==> src/rtl/life_collect_if.sv <==
// Stream/preload/board bundle for the life generation collector.
interface life_collect_if #(parameter int X = 8, parameter int Y = 8);
  logic             in_valid;
  logic             in_first;
  logic             in_bit;
  logic             load;
  logic [X*Y-1:0]   load_data;
  logic [X*Y-1:0]   data;
  logic             gen_done;
  logic [15:0]      gen_count;
  logic             frame_err;

  modport master (output in_valid, in_first, in_bit, load, load_data,
                  input  data, gen_done, gen_count, frame_err);
  modport slave  (input  in_valid, in_first, in_bit, load, load_data,
                  output data, gen_done, gen_count, frame_err);
endinterface

==> src/rtl/life_collect.sv <==
// Collects a scan-order cell stream into an X*Y board word and commits it
// atomically on the last cell; also handles parallel preload and framing errors.
module life_collect #(
  parameter int X     = 8,
  parameter int Y     = 8,
  parameter int LOG2X = 3,
  parameter int LOG2Y = 3
) (
  input  logic          clk,
  input  logic          rst,
  life_collect_if.slave bus
);
  localparam int N  = X * Y;
  localparam int IW = (N > 1) ? $clog2(N) : 1;

  typedef enum logic {IDLE, FILL} state_t;
  state_t state, state_d;

  logic [LOG2X-1:0] x, x_d;
  logic [LOG2Y-1:0] y, y_d;
  logic [N-1:0]     acc, acc_d;
  logic [N-1:0]     data_q;
  logic             gen_done_q, frame_err_q;
  logic [15:0]      gen_count_q;
  logic [IW-1:0]    idx;
  logic             x_wrap, last, commit, restart;

  assign idx    = IW'(y) * IW'(X) + IW'(x);
  assign x_wrap = (x == LOG2X'(X - 1));
  assign last   = x_wrap && (y == LOG2Y'(Y - 1));

  always_comb begin
    state_d = state;
    x_d     = x;
    y_d     = y;
    acc_d   = acc;
    commit  = 1'b0;
    restart = 1'b0;
    if (bus.in_valid) begin
      if (bus.in_first) begin
        // A first cell is legal anywhere; mid-generation it flags a restart.
        acc_d[0] = bus.in_bit;
        restart  = (state == FILL);
        x_d      = (X == 1) ? '0 : LOG2X'(1);
        y_d      = (X == 1) ? LOG2Y'(1) : '0;
        state_d  = FILL;
        if (N == 1) begin
          commit  = 1'b1;
          state_d = IDLE;
          x_d     = '0;
          y_d     = '0;
        end
      end else if (state == FILL) begin
        acc_d[idx] = bus.in_bit;
        if (last) begin
          commit  = 1'b1;
          state_d = IDLE;
          x_d     = '0;
          y_d     = '0;
        end else if (x_wrap) begin
          x_d = '0;
          y_d = y + LOG2Y'(1);
        end else begin
          x_d = x + LOG2X'(1);
        end
      end
    end
    if (bus.load) begin
      state_d = IDLE;
      x_d     = '0;
      y_d     = '0;
      commit  = 1'b0;
      restart = 1'b0;
    end
  end

  always_ff @(posedge clk) begin
    if (rst) begin
      state       <= IDLE;
      x           <= '0;
      y           <= '0;
      data_q      <= '0;
      gen_done_q  <= 1'b0;
      gen_count_q <= '0;
      frame_err_q <= 1'b0;
    end else begin
      state      <= state_d;
      x          <= x_d;
      y          <= y_d;
      gen_done_q <= commit;
      if (bus.load) begin
        data_q      <= bus.load_data;
        gen_count_q <= '0;
        frame_err_q <= 1'b0;
      end else begin
        if (commit) begin
          data_q      <= acc_d;
          gen_count_q <= gen_count_q + 16'd1;
        end
        if (restart) frame_err_q <= 1'b1;
      end
    end
  end

  // Unreceived accumulator bits are never committed, so no reset is needed.
  always_ff @(posedge clk) acc <= acc_d;

  assign bus.data      = data_q;
  assign bus.gen_done  = gen_done_q;
  assign bus.gen_count = gen_count_q;
  assign bus.frame_err = frame_err_q;
endmodule

==> src/flat_wrapper.sv <==
// flat-port wrapper written by rule: the top's interface ports become plain ports
module life_collect_flat 
#(
  parameter int X     = 8,
  parameter int Y     = 8,
  parameter int LOG2X = 3,
  parameter int LOG2Y = 3
)
  (clk, rst, bus_in_valid, bus_in_first, bus_in_bit, bus_load, bus_load_data, bus_data, bus_gen_done, bus_gen_count, bus_frame_err);
  life_collect_if #(.X(X), .Y(Y)) bus_i ();
  input  logic clk;
  input  logic rst;
  input wire logic [$bits(bus_i.in_valid)-1:0] bus_in_valid;
  input wire logic [$bits(bus_i.in_first)-1:0] bus_in_first;
  input wire logic [$bits(bus_i.in_bit)-1:0] bus_in_bit;
  input wire logic [$bits(bus_i.load)-1:0] bus_load;
  input wire logic [$bits(bus_i.load_data)-1:0] bus_load_data;
  output wire logic [$bits(bus_i.data)-1:0] bus_data;
  output wire logic [$bits(bus_i.gen_done)-1:0] bus_gen_done;
  output wire logic [$bits(bus_i.gen_count)-1:0] bus_gen_count;
  output wire logic [$bits(bus_i.frame_err)-1:0] bus_frame_err;
  assign bus_i.in_valid = bus_in_valid;
  assign bus_i.in_first = bus_in_first;
  assign bus_i.in_bit = bus_in_bit;
  assign bus_i.load = bus_load;
  assign bus_i.load_data = bus_load_data;
  assign bus_data = bus_i.data;
  assign bus_gen_done = bus_i.gen_done;
  assign bus_gen_count = bus_i.gen_count;
  assign bus_frame_err = bus_i.frame_err;
  life_collect #(.X(X), .Y(Y), .LOG2X(LOG2X), .LOG2Y(LOG2Y)) u_core (.clk(clk), .rst(rst), .bus(bus_i));
endmodule
==> config.mk <==
export PLATFORM = sky130hd
export DESIGN_NAME = life_collect_flat
export DESIGN_NICKNAME = d
export VERILOG_FILES = /design/src/rtl/life_collect_if.sv /design/src/rtl/life_collect.sv /design/src/flat_wrapper.sv
export SDC_FILE = /design/constraint.sdc
export NUM_CORES = 1
export LEC_CHECK = 0
export BUFFER_PORTS_ARGS = -buffer_cell sky130_fd_sc_hd__buf_2
export CORE_ASPECT_RATIO = 1.75
export CORE_MARGIN = 2
export CORE_UTILIZATION = 48
export CTS_CLUSTER_SIZE = 8
export DETAILED_ROUTE_END_ITERATION = 12
export HOLD_SLACK_MARGIN = 0.02
export PLACE_DENSITY_LB_ADDON = 0.05
export SYNTH_ARGS = -nofsm -noshare
export SYNTH_HDL_FRONTEND = slang
export SYNTH_SLANG_ARGS = --single-unit
==> constraint.sdc <==
create_clock -name clk -period 2.1 [get_ports clk]
set_clock_uncertainty 0.2 [all_clocks]
set_input_delay 0.525 -clock clk [delete_from_list [all_inputs] [get_ports clk]]
set_output_delay 0.525 -clock clk [all_outputs]
set_load 0.005 [all_outputs]
==> results of run 1 <==
## critical path, stage by stage, from the launching register on
cell and delay, ns:
dfxtp_2 0.35, ha_4 0.15, ha_4 0.15, nand4b_4 0.10
or4_4 0.42, or4_4 0.52, a21oi_2 0.13
## worst max path at each step
stage | startpoint | end
floorplan | bus_in_first | u_core.bus.gen_count[15]
global placement | bus_in_valid | u_core.bus.data[44]
detailed placement | bus_in_first | u_core.bus.gen_count[15]
CTS | u_core.y[0] | u_core.bus.gen_count[15]
global route | u_core.x[0] | u_core.bus.gen_count[15]
finish | u_core.x[0] | u_core.bus.gen_count[15]
## cell families after synthesis
group	Yosys count
and+or+nand+nor	298
buffers and inverters	51
AOI/OAI and AO/OA	219
adders and majority gates	5
muxes	2
DFF	153
xor gates and xnor gates	7
## power by group through the flow
| stage | logic, mW | clock network (mW) | registers, mW |
|---|---|---|---|
| after floorplan | 0.247 | 0 | 3.11 |
| after CTS | 0.481 | 3.66 | 3.05 |
| after global routing | 0.532 | 3.79 | 3.06 |
| final | 0.486 | 3.62 | 3.05 |
| after global placement | 0.470 | 0 | 3.11 |
| after detailed placement | 0.476 | 0 | 3.11 |
## repair_timing
item	in CTS	in global routing
pin swaps	1	11
resized for setup	7	37
cloned	0	0
setup endpoints to repair	18	42
buffers inserted	2	1
## flip-flops by register name, indices dropped and copies added, names as in the netlist
name	cells
u_core.bus.frame_err	1
u_core.acc	64
u_core.y	3
u_core.bus.data	64
u_core.bus.gen_done	1
u_core.state	1
u_core.x	3
u_core.bus.gen_count	16
## routing by layer
metal / up-vias / part of all wire (%) / GRT usage, %
li1: 3114 / - / -
met1: 3136 / 37 / 31.11
met2: 266 / 53 / 52.10
met3: 44 / 6.3 / 4.978
met4: 0 / 3.4 / 12.19
met5: - / 0 / 0
## per-stage QoR
step	hold WS (ns)	cells	util [%]	TNS [ns]	worst slack (ns)
global route	0.2018	1132	66.70	-0.1700	-0.06195
floorplan	0.2512	735	-	0	0.009427
CTS	0.2023	1131	65.70	-0.04493	-0.04493
detailed placement	0.2712	1097	60.14	-5.445	-0.2053
finish	0.2199	1132	66.70	0	0.0007336
global placement	0.2596	1097	60.14	-8.257	-0.2177
## layout make-up
class                   count  area (µm²)  area share (%)
multi-input cells         531        3352           37.95
flip-flops and latches    153        3078           34.84
repair buffers            240        1480           16.76
clock buffers              19       432.9           4.901
clock inverters            13       265.3           3.003
well taps                 174       217.7           2.465
inverters                   2       7.507         0.08499
## synth_stat cells (2+ instances only)
cell type and number:
o31ai_1 69, o41ai_1 2, a311oi_1 63, nand3b_1 3, nor4_1 3, or4_1 8, xnor2_1 5, a21oi_1 14
buf_2 7, o21ai_0 66, a21o_1 2, or2_2 3, nand2b_1 65, inv_1 2, nand4_1 9, or3_1 2
ha_1 5, nor2b_1 2, xor2_1 2, or3b_2 5, nand3_1 7, and4b_1 2, nor3b_1 2, clkbuf_1 41
nand2_1 148, dfxtp_1 153, nor2_1 27
==> flow_summary.ini, run 1 <==
[final_layout]
fillers = 1107
fin_area_um2 = 8833
drive_above_1_share_pct = 33.19
layout_commonest_cell = buf_2
nets = 1020
area_delta_synth_final_pct = 37.46
layout_common_cells = 150 x buf_2, 148 x nand2_1, 147 x dfxtp_1, 85 x buf_4
diodes = 0

[grt]
globalRouteTotalUtil_pct = 28.14
grt_first_pass_wirelength_um = 31820
grt_pass1_vias = 6407
overflow = 0
grt_max_degree = 55
antenna_found_initial = 0

[worst_setup_path]
worstPathArrival_ns = 2.24
startpoint_type = flip-flop
critPathCaptureType = flip-flop
critPathRequiredTime_ns = 2.24
critPathKind = reg -> reg
reg2reg_from = u_core.x[0]
regToRegSetupSlack_ns = 0.0007
reg2reg_to = u_core.bus.gen_count[15]
reg2reg_depth = 6
worst-path-max-fanout = 4

[clock_network]
cts_made_buffers = 17
clock_sinks = 153
root_buffer = clkbuf_16
hold_buffers = 0
clockBufferDepth = 2
insertion_delay_ns = 0.41
clk_pin_slew_worst_paths_ns = 0.06
cts_tree = yes
htreeDepth = 4

[yosys]
ys_types = 45
synth_cells = 735
synth_nets = 810
synthMuxAreaShare_pct = 0.3310
synth-simple-area-share_pct = 23.21
netlist_top_cells_area = dfxtp_1 48%, nand2_1 8.6%, a311oi_1 8.6%
synthFlopType = dfxtp_1
synth_compound_area_share_pct = 23.70
synthAdderAreaFrac_pct = 0.9735
async_flop_share_pct = 0
synth_edf_count = 0
synth_top_cell_by_area = dfxtp_1
ys_seq_area_share_pct = 47.66
synthXorXnorAreaFrac_pct = 0.9540
synth_top_family_by_area = compound AO/OA/AOI/OAI gates
synth.top_cell.area_share_pct = 47.66
syn-cell-area_um2 = 6426
ys_ff_latch = 153
yosys_warnings = 0
postSynthAreaPerCell_um2 = 8.743

[hold_path]
whs_endpoint = u_core.acc[0]
worst_hold_startpoint = bus_in_bit
holdPathStages = 2
hold_path_class = in -> reg

[power]
comb_power_share_pct = 6.8
vdd_drop_max_mv = 0.5509
p_seq_share_pct = 42.6
p_int_mw = 5.611
p_leak_nw = 3.928
clock_power_share_pct = 50.6
power.total_mw = 7.148
p_per_area_nw_per_um2 = 809.2
swShare_pct = 21.50
power.switching_mw = 1.537

[run_status]
status = completed

[timing]
maxSlewViolCount = 0
fmax_mhz = 476.4
rsz0062_at_grt = true
final.min_clock_period_ns = 2.099
tightestPinTransition_ns = 0.5786
finalHoldViolCount = 0
finalCritPeriodShare_pct = 99.97
finalSetupViolations = 0
relSlewSlack_pct = 61.42

[route]
wl_per_cell_um = 18.24
drc = 0
drt_iter0_markers = 537
firstDrtPassIters = 6
via_count = 6560
viasPerCell = 5.795
ant_nets = 0
totalWireLength_um = 20650

[place]
dpl_cell_area_um2 = 7964
port_buffers = 151
gp_routability_congestion = 0.8839
dp_hpwl_um = 14590

[floorplan]
die_height_um = 157.1
core-area_um2 = 13240
start_util_pct = 48.53
pin_count = 152
fp.dieW_um = 91.47
dieArea_um2 = 14370
rows = 56

[run]
drv_cap = 0
(Power assumes the default switching activity.)
==> run 2, diff against run 1 <==
--- a/config.mk
+++ b/config.mk
@@ -11,8 +11,9 @@
 export CORE_UTILIZATION = 48
 export CTS_CLUSTER_SIZE = 8
 export DETAILED_ROUTE_END_ITERATION = 12
+export GPL_ROUTABILITY_DRIVEN = 0
 export HOLD_SLACK_MARGIN = 0.02
-export PLACE_DENSITY_LB_ADDON = 0.05
+export PLACE_DENSITY = 0.73
 export SYNTH_ARGS = -nofsm -noshare
 export SYNTH_HDL_FRONTEND = slang
 export SYNTH_SLANG_ARGS = --single-unit
==> run 2 against run 1 <==
The flow now finishes with violations (negative setup slack). Critical path depth is 1 higher. Fmax decreased by 1.7%. Global-route usage grew 0.11 points. Sequential power is essentially flat. Sequential cell count stayed put. Clock-buffer cell count shrank 1. Via count up 1.9%. Die area unchanged. Largest cell class unchanged. Largest power group unchanged.
==> flow_summary.ini, run 2 (synthesized netlist as in run 1, its figures left out) <==
[run_status]
status = finished, violations left
violations = negative setup slack

[run]
drv_cap = 0

[place]
pre_cts_slack_ns = -0.2365
dpl_cell_area_um2 = 8034
port_buffers = 151
dp_hpwl_um = 14170

[timing]
rsz0062_at_grt = true
finalHoldViolCount = 0
finalCritPeriodShare_pct = 101.7
maxSlewViolCount = 0
tightestPinTransition_ns = 0.3973
fmax_mhz = 468.2
finalSetupViolations = 3
final.min_clock_period_ns = 2.136
relSlewSlack_pct = 73.24
timing.final.ws_setup_ns = -0.03595

[floorplan]
pin_count = 152
fp.dieW_um = 91.47
dieArea_um2 = 14370
die_height_um = 157.1
core-area_um2 = 13240
rows = 56
start_util_pct = 48.53

[route]
via_count = 6685
drt_iter0_markers = 389
drc = 0
totalWireLength_um = 20700
viasPerCell = 5.869
wl_per_cell_um = 18.17
firstDrtPassIters = 5
ant_nets = 0

[final_layout]
nets = 1028
layout_commonest_cell = buf_2
area_delta_synth_final_pct = 36.94
fin_area_um2 = 8800
fillers = 1162
diodes = 0
drive_above_1_share_pct = 33.26
layout_common_cells = 151 x buf_2, 148 x dfxtp_1, 146 x nand2_1, 88 x buf_4, 66 x o31ai_1

[grt]
grt_max_degree = 65
overflow = 0
globalRouteTotalUtil_pct = 28.25
grt_first_pass_wirelength_um = 32050
grt_pass1_vias = 6466
antenna_found_initial = 1

[worst_setup_path]
worstPathArrival_ns = 2.28
startpoint = u_core.x[0]
path_cells = ha_4 -> ha_4 -> and4b_1 -> nand4_1 -> buf_6 -> or4_1 -> a21oi_1
reg2reg_from = u_core.x[0]
max_stage_delay_ns = 0.50
critPathRequiredTime_ns = 2.25
crit_buf_inv = 1
worst-path-max-fanout = 5
startpoint_type = flip-flop
cp_slowest_cell = or4_1
timing.critical_path.mode_cell = ha_4
critPathKind = reg -> reg
critPathCaptureType = flip-flop
crit_family = simple AND/OR/NAND/NOR gates

[power]
p_leak_nw = 3.915
p_per_area_nw_per_um2 = 761.1
vdd_drop_max_mv = 0.6249

[clock_network]
root_buffer = clkbuf_16
htreeDepth = 4
clk_pin_slew_worst_paths_ns = 0.06
insertion_delay_ns = 0.42
clock_sinks = 153
cts_tree = yes
clockBufferDepth = 2
cts_made_buffers = 17

[hold_path]
worst_hold_startpoint = bus_in_bit
hold_path_class = in -> reg
run 2: cell type report:
cell class / instances / area, µm² / area share (%)
clock buffer: 18 / 429.2 / 4.877
clock inverter: 13 / 168.9 / 1.920
inverter: 2 / 7.507 / 0.08531
multi-input combinational: 531 / 3332 / 37.86
sequential: 153 / 3074 / 34.94
tap: 174 / 217.7 / 2.474
timing repair buffer: 248 / 1570 / 17.84
run 2: worst paths after layout:
kind                                            endpoint  cells past startpoint  slack (ns)
worst max-delay path            u_core.bus.gen_count[11]                      7       -0.04
worst min-delay path                       u_core.acc[0]                      2        0.18
worst max register to register  u_core.bus.gen_count[11]                      7       -0.04
worst min register to register            u_core.acc[33]                      2        0.26
run 2: metal layers:
metal / wire, µm / vias to the layer above / global-route usage [%] / part of all wire, %
met5: 0 / - / 0 / 0
met4: 862 / 0 / 14.43 / 4.2
met3: 1371 / 64 / 6.223 / 6.6
met2: 10860 / 296 / 50.04 / 52
met1: 7611 / 3191 / 31.52 / 37
li1: - / 3134 / - / -
run 2: timing repair:
action                     CTS  global route
setup endpoints to repair   17            68
cloned                       1             0
pin swaps                    7             9
gates resized for setup      7            56
hold buffers                 0             0
buffers inserted             4             0
run 2: through the flow:
step	hold slack [ns]	setup TNS (ns)	cells	utilization [%]	total power [mW]
detailed placement	0.2721	-5.036	1103	60.67	3.602
global placement	0.2483	-3.923	1103	60.67	3.599
global route	0.1883	-0.4659	1139	66.45	6.891
floorplan	0.2512	0	735	-	3.355
finish	0.1799	-0.05895	1139	66.45	6.697
CTS	0.1672	-0.009541	1139	65.68	6.716
run 2: power by group:
group / switching (mW) / internal, mW / total [mW]
combinational: 0.243 / 0.263 / 0.505
clock: 1.26 / 1.88 / 3.14
sequential: 0.0546 / 2.99 / 3.05
